**src/rtl/multiword_add_pkg.sv**
```systemverilog
// Shared types and helpers for the multiword add/subtract sequencer.
// Holds the FSM state encoding and the counter-width helper.
package multiword_add_pkg;

   typedef enum logic [1:0] {
      IDLE,
      RUN,
      DONE
   } state_e;

   function automatic int clog2_min1(input int v);
      return (v <= 2) ? 1 : $clog2(v);
   endfunction

endpackage

```
**src/rtl/multiword_add_seq_chunk_adder.sv**
```systemverilog
// Combinational N-bit ripple adder shared by all chunk steps.
// Ports: a_i, b_i (N), c_i carry-in; sum_o (N), c_o carry-out.
module chunk_adder #(
   parameter int N = 4
) (
   input  logic [N-1:0] a_i,
   input  logic [N-1:0] b_i,
   input  logic         c_i,
   output logic [N-1:0] sum_o,
   output logic         c_o
);

   logic [N:0] c;

   always_comb begin
      c[0] = c_i;
      for (int i = 0; i < N; i++) begin
         sum_o[i] = a_i[i] ^ b_i[i] ^ c[i];
         c[i+1]   = (a_i[i] & b_i[i]) |
                    (c[i] & (a_i[i] ^ b_i[i]));
      end
      c_o = c[N];
   end

endmodule

```
**src/rtl/multiword_add_seq.sv**
```systemverilog
// Wide add/sub over M cycles through one N-bit chunk adder.
// Ports: clk_i, rst_i, start_i, a_i, b_i, c_i, sub_i; busy_o, done_o, res_o.
module multiword_add_seq
   import multiword_add_pkg::*;
#(
   parameter  int N = 4,
   parameter  int M = 4,
   localparam int W = N * M
) (
   input  logic         clk_i,
   input  logic         rst_i,
   input  logic         start_i,
   input  logic [W-1:0] a_i,
   input  logic [W-1:0] b_i,
   input  logic         c_i,
   input  logic         sub_i,
   output logic         busy_o,
   output logic         done_o,
   output logic [W:0]   res_o
);

   localparam int CW = clog2_min1(M);
   localparam logic [CW-1:0] LAST = CW'(M - 1);

   state_e state_q;
   state_e state_d;

   logic [CW-1:0] cnt_q;
   logic [W-1:0]  op_a_q;
   logic [W-1:0]  op_b_q;
   logic [W-1:0]  acc_q;
   logic [W-1:0]  acc_d;
   logic          carry_q;
   logic          busy_q;
   logic          done_q;
   logic [W:0]    res_q;

   logic [N-1:0]  ch_a;
   logic [N-1:0]  ch_b;
   logic [N-1:0]  ch_sum;
   logic          ch_co;

   logic          accept;
   logic          step;
   logic          last;

   always_ff @(posedge clk_i) begin
      if (rst_i) state_q <= IDLE;
      else       state_q <= state_d;
   end

   always_comb begin
      state_d = state_q;
      unique case (state_q)
         IDLE:    if (start_i) state_d = RUN;
         RUN:     if (cnt_q == LAST) state_d = DONE;
         DONE:    state_d = IDLE;
         default: state_d = IDLE;
      endcase
   end

   always_comb begin
      accept = 1'b0;
      step   = 1'b0;
      last   = 1'b0;
      unique case (1'b1)
         (state_q == IDLE): accept = start_i;
         (state_q == RUN): begin
            step = 1'b1;
            last = (cnt_q == LAST);
         end
         (state_q == DONE): ;
         default: ;
      endcase
   end

   assign ch_a = op_a_q[cnt_q*N +: N];
   assign ch_b = op_b_q[cnt_q*N +: N];

   chunk_adder #(
      .N(N)
   ) u_chunk (
      .a_i   (ch_a),
      .b_i   (ch_b),
      .c_i   (carry_q),
      .sum_o (ch_sum),
      .c_o   (ch_co)
   );

   // Accumulator with the current chunk merged in, so the
   // final step can load res_q in the same edge.
   always_comb begin
      acc_d = acc_q;
      acc_d[cnt_q*N +: N] = ch_sum;
   end

   always_ff @(posedge clk_i) begin
      if (rst_i) begin
         cnt_q   <= '0;
         op_a_q  <= '0;
         op_b_q  <= '0;
         acc_q   <= '0;
         carry_q <= 1'b0;
         busy_q  <= 1'b0;
         done_q  <= 1'b0;
         res_q   <= '0;
      end else begin
         done_q <= 1'b0;
         if (accept) begin
            op_a_q  <= a_i;
            // Subtract as A + ~B + 1.
            op_b_q  <= sub_i ? ~b_i : b_i;
            carry_q <= sub_i ? 1'b1 : c_i;
            cnt_q   <= '0;
            busy_q  <= 1'b1;
         end
         if (step) begin
            acc_q   <= acc_d;
            carry_q <= ch_co;
            cnt_q   <= cnt_q + CW'(1);
            if (last) begin
               res_q  <= {ch_co, acc_d};
               done_q <= 1'b1;
            end
         end
         if (state_q == DONE) busy_q <= 1'b0;
      end
   end

   assign busy_o = busy_q;
   assign done_o = done_q;
   assign res_o  = res_q;

endmodule

```
**config.mk**
```make
export PLATFORM = sky130hd
export DESIGN_NAME = multiword_add_seq
export DESIGN_NICKNAME = d
export VERILOG_FILES = /design/src/rtl/multiword_add_pkg.sv /design/src/rtl/multiword_add_seq_chunk_adder.sv /design/src/rtl/multiword_add_seq.sv
export SDC_FILE = /design/constraint.sdc
export NUM_CORES = 1
export LEC_CHECK = 0
export ABC_AREA = 1
export CORE_MARGIN = 2
export CORE_UTILIZATION = 45
export DETAILED_ROUTE_END_ITERATION = 8
export PLACE_DENSITY = 0.77
export SLEW_MARGIN = 20
export SYNTH_ARGS = -nofsm -noshare
export SYNTH_HDL_FRONTEND = slang
export SYNTH_HIERARCHICAL = 1
export SYNTH_SLANG_ARGS = --single-unit
```
**constraint.sdc**
```tcl
create_clock -name clk_i -period 7.7 [get_ports clk_i]
set_input_delay 1.54 -clock clk_i [delete_from_list [all_inputs] [get_ports clk_i]]
set_output_delay 1.54 -clock clk_i [all_outputs]
set_load 0.02 [all_outputs]
```
## Word-level counts from Yosys, hierarchy flattened

Cells that the tools add are included.

| storage, ports and cells | value |
|---|---|
| register bits after elaboration | 72 |
| input port bits | 37 |
| output and inout bits | 19 |
| word-level logic and storage cells | 62 |

| operators by class | value |
|---|---|
| add/sub/neg operators | 2 |
| equality and inequality tests | 5 |
| shift-type cells | 4 |
| multiplexer cells | 14 |
| bitwise operators | 22 |
| reduce and logical (&&, ||, !) cells | 6 |

Operators with widths:

| kind | number |
|---|---|
| $neg A4 Y34 | 1 |
| $shift A4 B34 Y16 const A | 1 |
| $shiftx A4 B34 Y16 | 1 |
| $shiftx A16 B5 Y4 | 2 |
| $bwmux W16 | 1 |
| $mux W16 | 1 |
| $not A16 Y16 | 1 |
| $and A1 B1 Y1 | 8 |
| $mux W2 | 4 |
| $xor A1 B1 Y1 | 8 |
| $mux W1 | 7 |
| $eq A2 B2 Y1 const B | 2 |
| $or A1 B1 Y1 | 4 |
| $pmux W2 S2 | 1 |
| $reduce_and A2 Y1 | 2 |
| $reduce_or A2 Y1 | 2 |
| $add A2 B1 Y2 const B | 1 |
| $eq A2 B1 Y1 const B | 1 |
| $logic_not A2 Y1 | 1 |
| $ne A2 B1 Y1 const B | 1 |
| $ne A2 B2 Y1 const B | 1 |
| $reduce_bool A2 Y1 | 1 |
| $not A1 Y1 | 1 |

## Depth between registers and ports, before layout

Gate-level depths: netlist of the first run.

| logic depth | value |
|---|---|
| word-level depth | 11 |
| mapped depth | 18 |
| depth with buffers taken out | 17 |

## Modules after synthesis

The synthesis of the first run kept the hierarchy.

By module, submodules not included:

| module | times used | cells each | area an instance (sq um) | sequential area each (sq um) |
|---|---|---|---|---|
| multiword_add_seq | 1 | 475 | 3231.8 | 1361.3 |
| chunk_adder | 1 | 14 | 117.6 | 0.0 |

## Least setup slack after synthesis of the first run

No wires, ideal clock.

| timing path | value |
|---|---|
| kind | reg2reg |
| start | register cnt_q[0] |
| end | register res_q[15], in the netlist res_o[15] |
| setup time | 70 ps |
| arrival time | 2804 ps |
| slack | 4826 ps |
| stages on the path, launching flop included | 17 |
| cell sequence | dfxtp_1 -> inv_1 -> buf_2 -> nor2_1 -> o22ai_1 -> fa_1 -> inv_1 -> fa_1 -> inv_1 -> fa_1 -> inv_1 -> fa_1 -> inv_1 -> nand3_1 -> nor2_1 -> nand2_1 -> a21oi_1 |

| between the ends | value |
|---|---|
| cells in the longest elaborated chain, start to end | 11 |
| elaborated cells on any way between the ends | 26 |

Ends and longest elaborated chain:

| what | RTL line | source |
|---|---|---|
| start, declared | multiword_add_seq.sv:28 | `logic [CW-1:0] cnt_q;` |
| start signal, assigned | multiword_add_seq.sv:120 | `cnt_q <= cnt_q + CW'(1);` |
| $shiftx A16 B5 Y4 (*) | multiword_add_seq.sv:77 | `assign ch_a = op_a_q[cnt_q*N +: N];` |
| net ch_a[0] | multiword_add_seq.sv:38 | `logic [N-1:0] ch_a;` |
| $xor A1 B1 Y1 | multiword_add_seq_chunk_adder.sv:20 | `(c[i] & (a_i[i] ^ b_i[i]));` |
| $and A1 B1 Y1 | multiword_add_seq_chunk_adder.sv:20 |  |
| $or A1 B1 Y1 (*) | multiword_add_seq_chunk_adder.sv:19 | `c[i+1] = (a_i[i] & b_i[i]) \|` |
| $and A1 B1 Y1 (*) | multiword_add_seq_chunk_adder.sv:20 |  |
| $or A1 B1 Y1 (*) | multiword_add_seq_chunk_adder.sv:19 |  |
| $and A1 B1 Y1 (*) | multiword_add_seq_chunk_adder.sv:20 |  |
| $or A1 B1 Y1 (*) | multiword_add_seq_chunk_adder.sv:19 |  |
| $xor A1 B1 Y1 (*) | multiword_add_seq_chunk_adder.sv:18 | `sum_o[i] = a_i[i] ^ b_i[i] ^ c[i];` |
| net ch_sum[3] | multiword_add_seq.sv:40 | `logic [N-1:0] ch_sum;` |
| $shiftx A4 B34 Y16 (*) | multiword_add_seq.sv:94 | `acc_d[cnt_q*N +: N] = ch_sum;` |
| $bwmux W16 (*) | multiword_add_seq.sv:94 |  |
| end signal, assigned | multiword_add_seq.sv:122 | `res_q <= {ch_co, acc_d};` |
| end, declared | multiword_add_seq.sv:36 | `logic [W:0] res_q;` |

Mark *: on every way through the listed nets, which the timed path passes. The rest lies on a longest branch.
A chain may end at the register's enable or synchronous reset.

## Final worst setup path of the first run

Ends and elaborated chain as after synthesis.

==> results_dict.tcl, run 1 <==
set metrics [dict create \
    final_util_pct 57.2 \
    ir_drop_v 0.000146 \
    clock_latency_ns 0.35 \
    fin_tns_setup_ns 0 \
    holdPathEnd "res_o[14]" \
    synth_warnings 6 \
    powerDensity_mw_per_mm2 212 \
    min_path_type "reg -> reg" \
    p_int_uw 641 \
    layout_min_cycle_time_ns 3.93 \
    syn_inst 489 \
    drc 0 \
    leakage_nw 1.84 \
    instances_no_fill 634 \
    required_ns 7.96 \
    clkPwrFrac_pct 38.9 \
    ios 56 \
    async_flop_share_pct 0 \
    cts_max_level 3 \
    clk_pin_slew_worst_paths_ns 0.07 \
    routed-via-count 3067 \
    switching_power_uw 235 \
    crit_buf_inv 5 \
    rows 31 \
    crit_top_cell "inv_1" \
    p_seq_share_pct 44.4 \
    combPwrFrac_pct 16.7 \
    root_buffer "clkbuf_8" \
    post_drt_wl_per_cell_um 11.5 \
    ys.flop_type "dfxtp_1" \
    cts_buffer_depth 2 \
    rsz0062_at_grt "no" \
    crit_path_cell_trace "inv_1 -> o21ai_0 -> o22ai_1 -> fa_1 -> inv_1 -> fa_1 -> inv_1 -> fa_1 -> inv_1 -> fa_1 -> inv_1 -> nand3_1 -> nor2_1 -> nand2_1 -> a21oi_1" \
    ant_nets 0 \
    grt_pass1_vias 2776 \
    numCtsBuffers 9 \
    hold_depth 2 \
    ff2ff_path_depth 15 \
    max_freq_mhz 255 \
    grt_pass1_wl_um 12200 \
    slew-limit-headroom_pct 44.6 \
    synth_cell_types 22 \
    placed_area_sq_mm 0.00389 \
    initial_utilization_pct 46.4 \
    dr.pass1.iters 4 \
    layout-drive-gt1-share_pct 4.49 \
    maxCapViolCount 0 \
    max_stage_delay_ns 0.85 \
    avgSynthCellArea_sq_um 6.85 \
    status "complete, no violations" \
    regToRegSetupSlack_ns 3.77 \
    cts_setup_buffers 0 \
    cts_resized 0 \
    final-hold-violation-count 0 \
    stdcell_area_sq_mm 0.00413 \
    whs_ns 0.470 \
    syn_area_sq_mm 0.00335 \
    wirelength_um 7260 \
    io_buffers 55 \
    slowest_stage "dfxtp_1" \
    worstSetupPathType "reg -> reg" \
    fin_worst_skew_ns 0.00958 \
    antenna_found_initial 0 \
    cp_max_fo 26 \
    cts_tree "built" \
    grt.overflow.total 0 \
    slew_viol_final 0 \
    synth-seq-area-share_pct 40.6 \
    r2r-start "cnt_q[0]" \
    cp_top_family "adder cells" \
    setup_viol 0 \
    grt_max_degree 36 \
    drtIter0Drc 127 \
    via_per_inst 4.84 \
    tightest_slew_ns 0.828 \
    ys_ff_latch 68 \
    hold_start "res_o[14]" \
    startpoint_type "flip-flop" \
    grt_usage_pct 18.3 \
    switching_share_pct 26.9 \
    ctsHoldBuffers 0 \
    dp.cells 618 \
    core_sq_mm 0.00721 \
    area_delta_synth_final_pct 23.2 \
    crit_arrival_ns 4.19 \
    end_kind "flip-flop" \
    dp_hpwl_um 5120 \
    n_fill_cell 710 \
    dieWidth_um 90.3 \
    dieHeight_um 90.3 \
    gp_congestion 0.863 \
    syn_nets 535 \
    rr_endpoint "res_o[15]" \
    die-area_sq_mm 0.00815 \
    timing.final.crit_share_pct 51.0 \
    diodes 0 \
    layout.nets 576 \
    synth-edff-count 0 \
    cts_sinks 68 \
]
power by group through the flow:
stage               clock network, mW  logic (mW)  registers (mW)
floorplan                           0       0.108           0.390
global placement                    0       0.140           0.396
detailed placement                  0       0.145           0.396
CTS                             0.344       0.146           0.388
global route                    0.365       0.167           0.391
finish                          0.341       0.146           0.389
cell families after synthesis:
logic type,Yosys count,synth area share [%]
and+or+nand+nor,222,27.0
buffers and inverters,96,12.0
AOI/OAI and AO/OA,78,12.0
DFF,68,40.6
xor gates and xnor gates,16,4.18
adders and majority gates,9,4.26
area by class of cell:
type | instances | area, sq um | share of cell area [%]
Multi-Input combinational cell | 325 | 1590 | 38.4
Clock buffer | 12 | 165 | 4.00
Inverter | 70 | 263 | 6.37
Timing Repair Buffer | 56 | 558 | 13.5
Sequential cell | 68 | 1360 | 33.0
Tap cell | 99 | 124 | 3.00
Clock inverter | 4 | 70.1 | 1.70
worst max-delay path by stage:
| stage | end | depth (start not counted) | start |
|---|---|---|---|
| floorplan | res_o[15] | 16 | cnt_q[0] |
| global placement | res_o[15] | 15 | cnt_q[0] |
| detailed placement | res_o[15] | 15 | cnt_q[0] |
| CTS | res_o[15] | 15 | cnt_q[0] |
| global route | res_o[15] | 15 | cnt_q[0] |
| finish | res_o[15] | 15 | cnt_q[0] |
worst register-to-register path, cell delays in order (launching register included):
cell     delay [ns]
dfxtp_1        0.85
inv_1          0.48
o21ai_0        0.29
o22ai_1        0.13
fa_1           0.43
inv_1          0.08
fa_1           0.16
inv_1          0.05
fa_1           0.35
inv_1          0.07
fa_1           0.40
inv_1          0.11
nand3_1        0.12
nor2_1         0.15
nand2_1        0.05
a21oi_1        0.14
flip-flops by register name, summed over array words and instances (netlist names):
signal and flops:
res_o 17, op_a_q 16, op_b_q 16, acc_q 12
cnt_q 2, state_q 2, busy_o 1, carry_q 1
done_o 1
through the flow:
step	setup slack [ns]	power, mW
floorplan	4.83	0.498
global route	3.40	0.923
finish	3.77	0.876
detailed placement	3.86	0.542
CTS	3.83	0.879
global placement	4.03	0.536
Yosys cell counts, types with 2 or more instances:
master	instances	area, sq um
nand2_1	91	342
nor2_1	87	327
dfxtp_1	68	1360
inv_1	67	251
nand3_1	36	180
a21oi_1	35	175
o21ai_0	35	175
xor2_1	16	140
buf_2	11	55.1
o22ai_1	8	50.1
clkbuf_1	6	22.5
buf_4	5	37.5
ha_1	5	62.6
fa_1	4	80.1
nand4_1	4	25.0
inv_2	3	11.3
buf_1	2	7.51
nand2_2	2	12.5
cells in the final DEF, fill, tap and decap left out:
cell             count
bufinv_16            2
ha_1                 5
xor2_1              16
inv_2                3
dfxtp_1             68
o22ai_1              8
nand2_2              2
inv_1               67
nand4_1              4
clkinv_2             2
nor2_1              87
nor2_4               1
nand2_1             91
clkbuf_8            12
nand3_1             36
clkdlybuf4s50_1     55
o21ai_0             35
a21oi_1             35
buf_4                1
fa_1                 4
nor2_2               1
routing by layer:
metal  track usage (%)  part of all wire (%)
met1              21.5                    44
met2              31.8                    49
met3              5.01                   5.1
met4              7.05                   1.8
met5                 0                     0
(Power assumes the default switching activity.)
==> inputs of run 2 (changes only) <==
==> constraint.sdc (replaced) <==
create_clock -name clk_i -period 3.85 [get_ports clk_i]
set_input_delay 0.77 -clock clk_i [delete_from_list [all_inputs] [get_ports clk_i]]
set_output_delay 0.77 -clock clk_i [all_outputs]
set_load 0.02 [all_outputs]
==> run 2 against run 1 <==
Final cell count grew 0.32%; sequential share of layout area hardly changed; maximum frequency grew 22%; total power is 94% higher; worst hold slack improved by 0.00065 ns; first-iteration DRC count increased by 7.9%; final area about the same; clock skew down 0.0017 ns; largest cell class unchanged.
==> results_dict.tcl, run 2 (synthesis results as in run 1) <==
set metrics [dict create \
    status "complete, no violations" \
    initial_utilization_pct 46.4 \
    hold_depth 2 \
    startpoint_type "flip-flop" \
    grt.overflow.total 0 \
    ff2ff_path_depth 15 \
    cts_sinks 68 \
    required_ns 4.12 \
    crit_path_cell_trace "inv_1 -> o21ai_0 -> o22ai_1 -> fa_1 -> inv_1 -> fa_1 -> inv_1 -> fa_1 -> inv_1 -> fa_1 -> inv_1 -> nand3_1 -> nor2_1 -> nand2_1 -> a21oi_1" \
    die-area_sq_mm 0.00815 \
    power_mw 1.70 \
    ir_drop_v 0.000218 \
    worstSetupPathType "reg -> reg" \
    dieHeight_um 90.3 \
    slew-limit-headroom_pct 45.4 \
    area_delta_synth_final_pct 23.3 \
    rr_endpoint "res_o[15]" \
    regToRegSetupSlack_ns 0.63 \
    numCtsBuffers 9 \
    rows 31 \
    maxCapViolCount 0 \
    fin_tns_setup_ns 0 \
    cts_buffer_depth 2 \
    slew_viol_final 0 \
    dp_hpwl_um 5230 \
    setup_viol 0 \
    via_per_inst 4.87 \
    multi_input_area_sq_mm 0.00159 \
    ctsHoldBuffers 0 \
    r2r-start "cnt_q[1]" \
    crit_arrival_ns 3.49 \
    fin_worst_skew_ns 0.00786 \
    grt_pass1_wl_um 12700 \
    grt_usage_pct 18.8 \
    layout_common_cells "nand2_1, nor2_1, dfxtp_1, inv_1, clkdlybuf4s50_1" \
    cts_max_level 3 \
    layout-drive-gt1-share_pct 4.84 \
    clk_pin_slew_worst_paths_ns 0.07 \
    final_common_cell "nand2_1" \
    dieWidth_um 90.3 \
    cts_tree "built" \
    n_fill_cell 700 \
    cts_setup_buffers 0 \
    leakage_nw 1.84 \
    slowest_stage "dfxtp_1" \
    holdPathEnd "res_o[12]" \
    end_kind "flip-flop" \
    clock_latency_ns 0.34 \
    drc 0 \
    grt_max_degree 51 \
    root_buffer "clkbuf_8" \
    max_freq_mhz 311 \
    rsz0062_at_grt "no" \
    gp_congestion 0.888 \
    diodes 0 \
    ant_nets 0 \
    layout_min_cycle_time_ns 3.22 \
    max_stage_delay_ns 0.54 \
    wirelength_um 7420 \
    largest_reg_flops 17 \
    powerDensity_mw_per_mm2 413 \
    drtIter0Drc 137 \
    antenna_found_initial 0 \
    core_sq_mm 0.00721 \
    cp_max_fo 12 \
    layout.nets 578 \
    tightest_slew_ns 0.816 \
    hold_start "res_o[12]" \
    timing.final.crit_share_pct 83.6 \
    crit_top_cell "inv_1" \
    min_path_type "reg -> reg" \
    regArea_sq_mm 0.00136 \
    io_buffers 55 \
    final-hold-violation-count 0 \
    ios 56 \
    dr.pass1.iters 5 \
    cts_resized 0 \
    post_drt_wl_per_cell_um 11.7 \
    routed-via-count 3095 \
    grt_pass1_vias 2883 \
]
[run 2: metal layers]
layer	global-route usage, %	wire [um]
met1	22.2	3280
met2	33.1	3710
met3	5.26	323
met4	6.03	100
met5	0	0
[run 2: report_power, final]
part | switching [mW] | total (mW) | internal [mW]
sequential | 0.0260 | 0.772 | 0.746
clock | 0.262 | 0.631 | 0.369
combinational | 0.178 | 0.300 | 0.122
total | 0.467 | 1.70 | 1.24
[run 2: cell type report]
class / count / share of cell area, %
clock buffer: 13 / 4.33
clock inverter: 3 / 1.03
inverter: 70 / 6.36
multi-input combinational: 325 / 38.4
sequential: 68 / 33.0
tap: 99 / 3.00
timing repair buffer: 58 / 13.9
[run 2: critical path, delay by kind of cell (launching register included)]
kind	cells	cell delay (ns)
AND/OR/NAND/NOR	3	0.30
buffers and inverters	5	0.55
adder cells (fa/ha/maj)	4	1.34
AO/OA/AOI/OAI	3	0.40
flip-flops	1	0.54
[run 2: metrics by stage]
stage	cell area (sq um)	instances	hold WS (ns)	util, %	worst slack, ns
final	4130	636	0.471	57.2	0.633
after global routing	4130	636	0.489	57.2	0.383
after CTS	4130	636	0.474	57.2	0.648
after detailed placement	3910	620	0.464	54.2	0.681
after global placement	3910	620	0.461	54.2	0.852
after floorplan	3350	489	0.441	-	0.976
[run 2: worst max path at each step]
stage	start	end	cells after the start	slack [ns]
final	cnt_q[1]	res_o[15]	15	0.63
after global routing	cnt_q[1]	res_o[15]	15	0.38
after CTS	cnt_q[1]	res_o[15]	15	0.65
after detailed placement	cnt_q[1]	res_o[15]	15	0.68
after global placement	cnt_q[1]	res_o[15]	15	0.85
after floorplan	cnt_q[0]	res_o[15]	16	0.98
==> inputs of run 3 (changes only) <==
--- a/config.mk
+++ b/config.mk
@@ -9,7 +9,7 @@
 export CORE_MARGIN = 2
 export CORE_UTILIZATION = 45
 export DETAILED_ROUTE_END_ITERATION = 8
-export PLACE_DENSITY = 0.77
+export PLACE_DENSITY = 0.8
 export SLEW_MARGIN = 20
 export SYNTH_ARGS = -nofsm -noshare
 export SYNTH_HDL_FRONTEND = slang
==> constraint.sdc (replaced) <==
create_clock -name clk_i -period 2.6 [get_ports clk_i]
set_input_delay 0.52 -clock clk_i [delete_from_list [all_inputs] [get_ports clk_i]]
set_output_delay 0.52 -clock clk_i [all_outputs]
set_load 0.02 [all_outputs]
==> run 3 against run 2 <==
The run now ends with negative setup slack left; worst setup slack lost 0.73 ns; sequential cell count is the same; clock skew shrank 0.0028 ns; final cell count grew 2.0%; global-route usage grew 0.60 points; final area grew 3.6%; clock-buffer cell count shrank 3; first-iteration DRC count shrank 48%; utilization grew 2.1 points; sequential share of layout area shrank 0.98 points; worst hold slack lost 0.0017 ns.
==> results_dict.tcl, run 3 (synthesis results as in run 1) <==
set metrics [dict create \
    ios 56 \
    end_kind "flip-flop" \
    via_per_inst 4.82 \
    required_ns 2.90 \
    drc 0 \
    powerDensity_mw_per_mm2 562 \
    r2r-start "cnt_q[0]" \
    dp_hpwl_um 5560 \
    cts_tree "built" \
    max_freq_mhz 371 \
    post_drt_wl_per_cell_um 11.8 \
    leakage_nw 1.89 \
    area_delta_synth_final_pct 27.8 \
    wirelength_um 7660 \
    drtIter0Drc 71 \
    cts_max_level 3 \
    regToRegSetupSlack_ns -0.09 \
    rsz0062_at_grt "yes" \
    slew-limit-headroom_pct 66.2 \
    layout.nets 591 \
    largest_reg_flops 17 \
    layout_setup_ws_ns -0.0946 \
    stdcell_area_sq_mm 0.00428 \
    cts_sinks 68 \
    tightest_slew_ns 0.506 \
    slew_viol_final 0 \
    die-area_sq_mm 0.00815 \
    numCtsBuffers 9 \
    cts_buffer_depth 2 \
    maxCapViolCount 0 \
    setup_viol 7 \
    ctsHoldBuffers 0 \
    gp_congestion 0.887 \
    layout-drive-gt1-share_pct 12.0 \
    multi_input_area_sq_mm 0.00167 \
    violations "negative setup slack" \
    dieHeight_um 90.3 \
    clock_latency_ns 0.35 \
    ir_drop_v 0.000383 \
    dieWidth_um 90.3 \
    diodes 0 \
    core_sq_mm 0.00721 \
    root_buffer "clkbuf_8" \
    timing.final.crit_share_pct 104 \
    fin_worst_skew_ns 0.00510 \
    startpoint_type "flip-flop" \
    grt_max_degree 35 \
    min_path_type "reg -> reg" \
    status "complete, but fails checks" \
    dr.pass1.iters 4 \
    worstSetupPathType "reg -> reg" \
    grt_pass1_wl_um 13000 \
    cp-startpoint "cnt_q[0]" \
    hold_start "res_o[14]" \
    crit_arrival_ns 2.99 \
    initial_utilization_pct 46.4 \
    layout_common_cells "nand2_1, nor2_1, dfxtp_1, inv_1, clkdlybuf4s50_1" \
    whs_ns 0.469 \
    final-hold-violation-count 0 \
    regArea_sq_mm 0.00137 \
    layout_min_cycle_time_ns 2.69 \
    grt_pass1_vias 2970 \
    grt_usage_pct 19.4 \
    dp_slack_ns -0.169 \
    grt.overflow.total 0 \
    routed-via-count 3128 \
    rows 31 \
    ant_nets 0 \
    n_fill_cell 689 \
    placed_area_sq_mm 0.00403 \
    dp.cells 632 \
    clk_pin_slew_worst_paths_ns 0.08 \
    cp_max_fo 7 \
    instances_no_fill 649 \
    antenna_found_initial 0 \
    io_buffers 55 \
    final_common_cell "nand2_1" \
]
==> run 3: final cells by class <==
| cell class | instances | share of cell area [%] |
|---|---|---|
| Inverter | 70 | 6.32 |
| Timing Repair Buffer | 71 | 15.8 |
| Tap cell | 99 | 2.89 |
| Sequential cell | 68 | 32.0 |
| Clock buffer | 10 | 2.98 |
| Multi-Input combinational cell | 325 | 39.0 |
| Clock inverter | 6 | 0.965 |
==> run 3: repair_timing <==
item | 4_1_cts | 5_1_grt
endpoints found under the setup margin | 7 | 7
pin swaps | 6 | 5
gates resized for setup | 16 | 9
setup buffers | 1 | 0
==> run 3: per-stage QoR <==
step	setup TNS, ns	total power, mW	util (%)
final	-0.388	2.40	59.3
after global routing	-1.50	2.54	59.3
after CTS	-0.246	2.41	58.9
after detailed placement	-0.938	1.64	55.8
after global placement	-0.0557	1.62	55.8
after floorplan	0	1.49	-
==> run 3: power by group <==
part           internal, mW  switching, mW  total [mW]
Clock                 0.345          0.407       0.752
Combinational         0.215          0.288       0.503
Sequential             1.10         0.0438        1.15
==> run 3: worst max-delay path: stages, from the launching register on <==
cell and delay [ns]:
dfxtp_4 0.41, inv_6 0.06, o21ai_2 0.13, o22ai_2 0.09, fa_2 0.37, inv_2 0.06
fa_2 0.18, inv_2 0.04, fa_2 0.32, inv_2 0.06, fa_1 0.42, inv_2 0.09
nand3_2 0.09, inv_2 0.06, nand2_2 0.06, nand3_1 0.08, nand2_1 0.06, inv_1 0.05
==> run 3: final timing paths <==
kind                to  depth (start not counted)
max           res_o[7]                         17
min          res_o[14]                          2
min reg2reg  res_o[14]                          2
max reg2reg   res_o[7]                         17
==> run 3: metal layers <==
metal | GRT usage [%] | vias up | share of wire (%)
li1 | - | 1631 | -
met2 | 34.7 | 64 | 51
met3 | 5.26 | 17 | 3.9
met1 | 22.3 | 1416 | 44
met5 | 0 | - | 0
met4 | 6.79 | 0 | 1.9
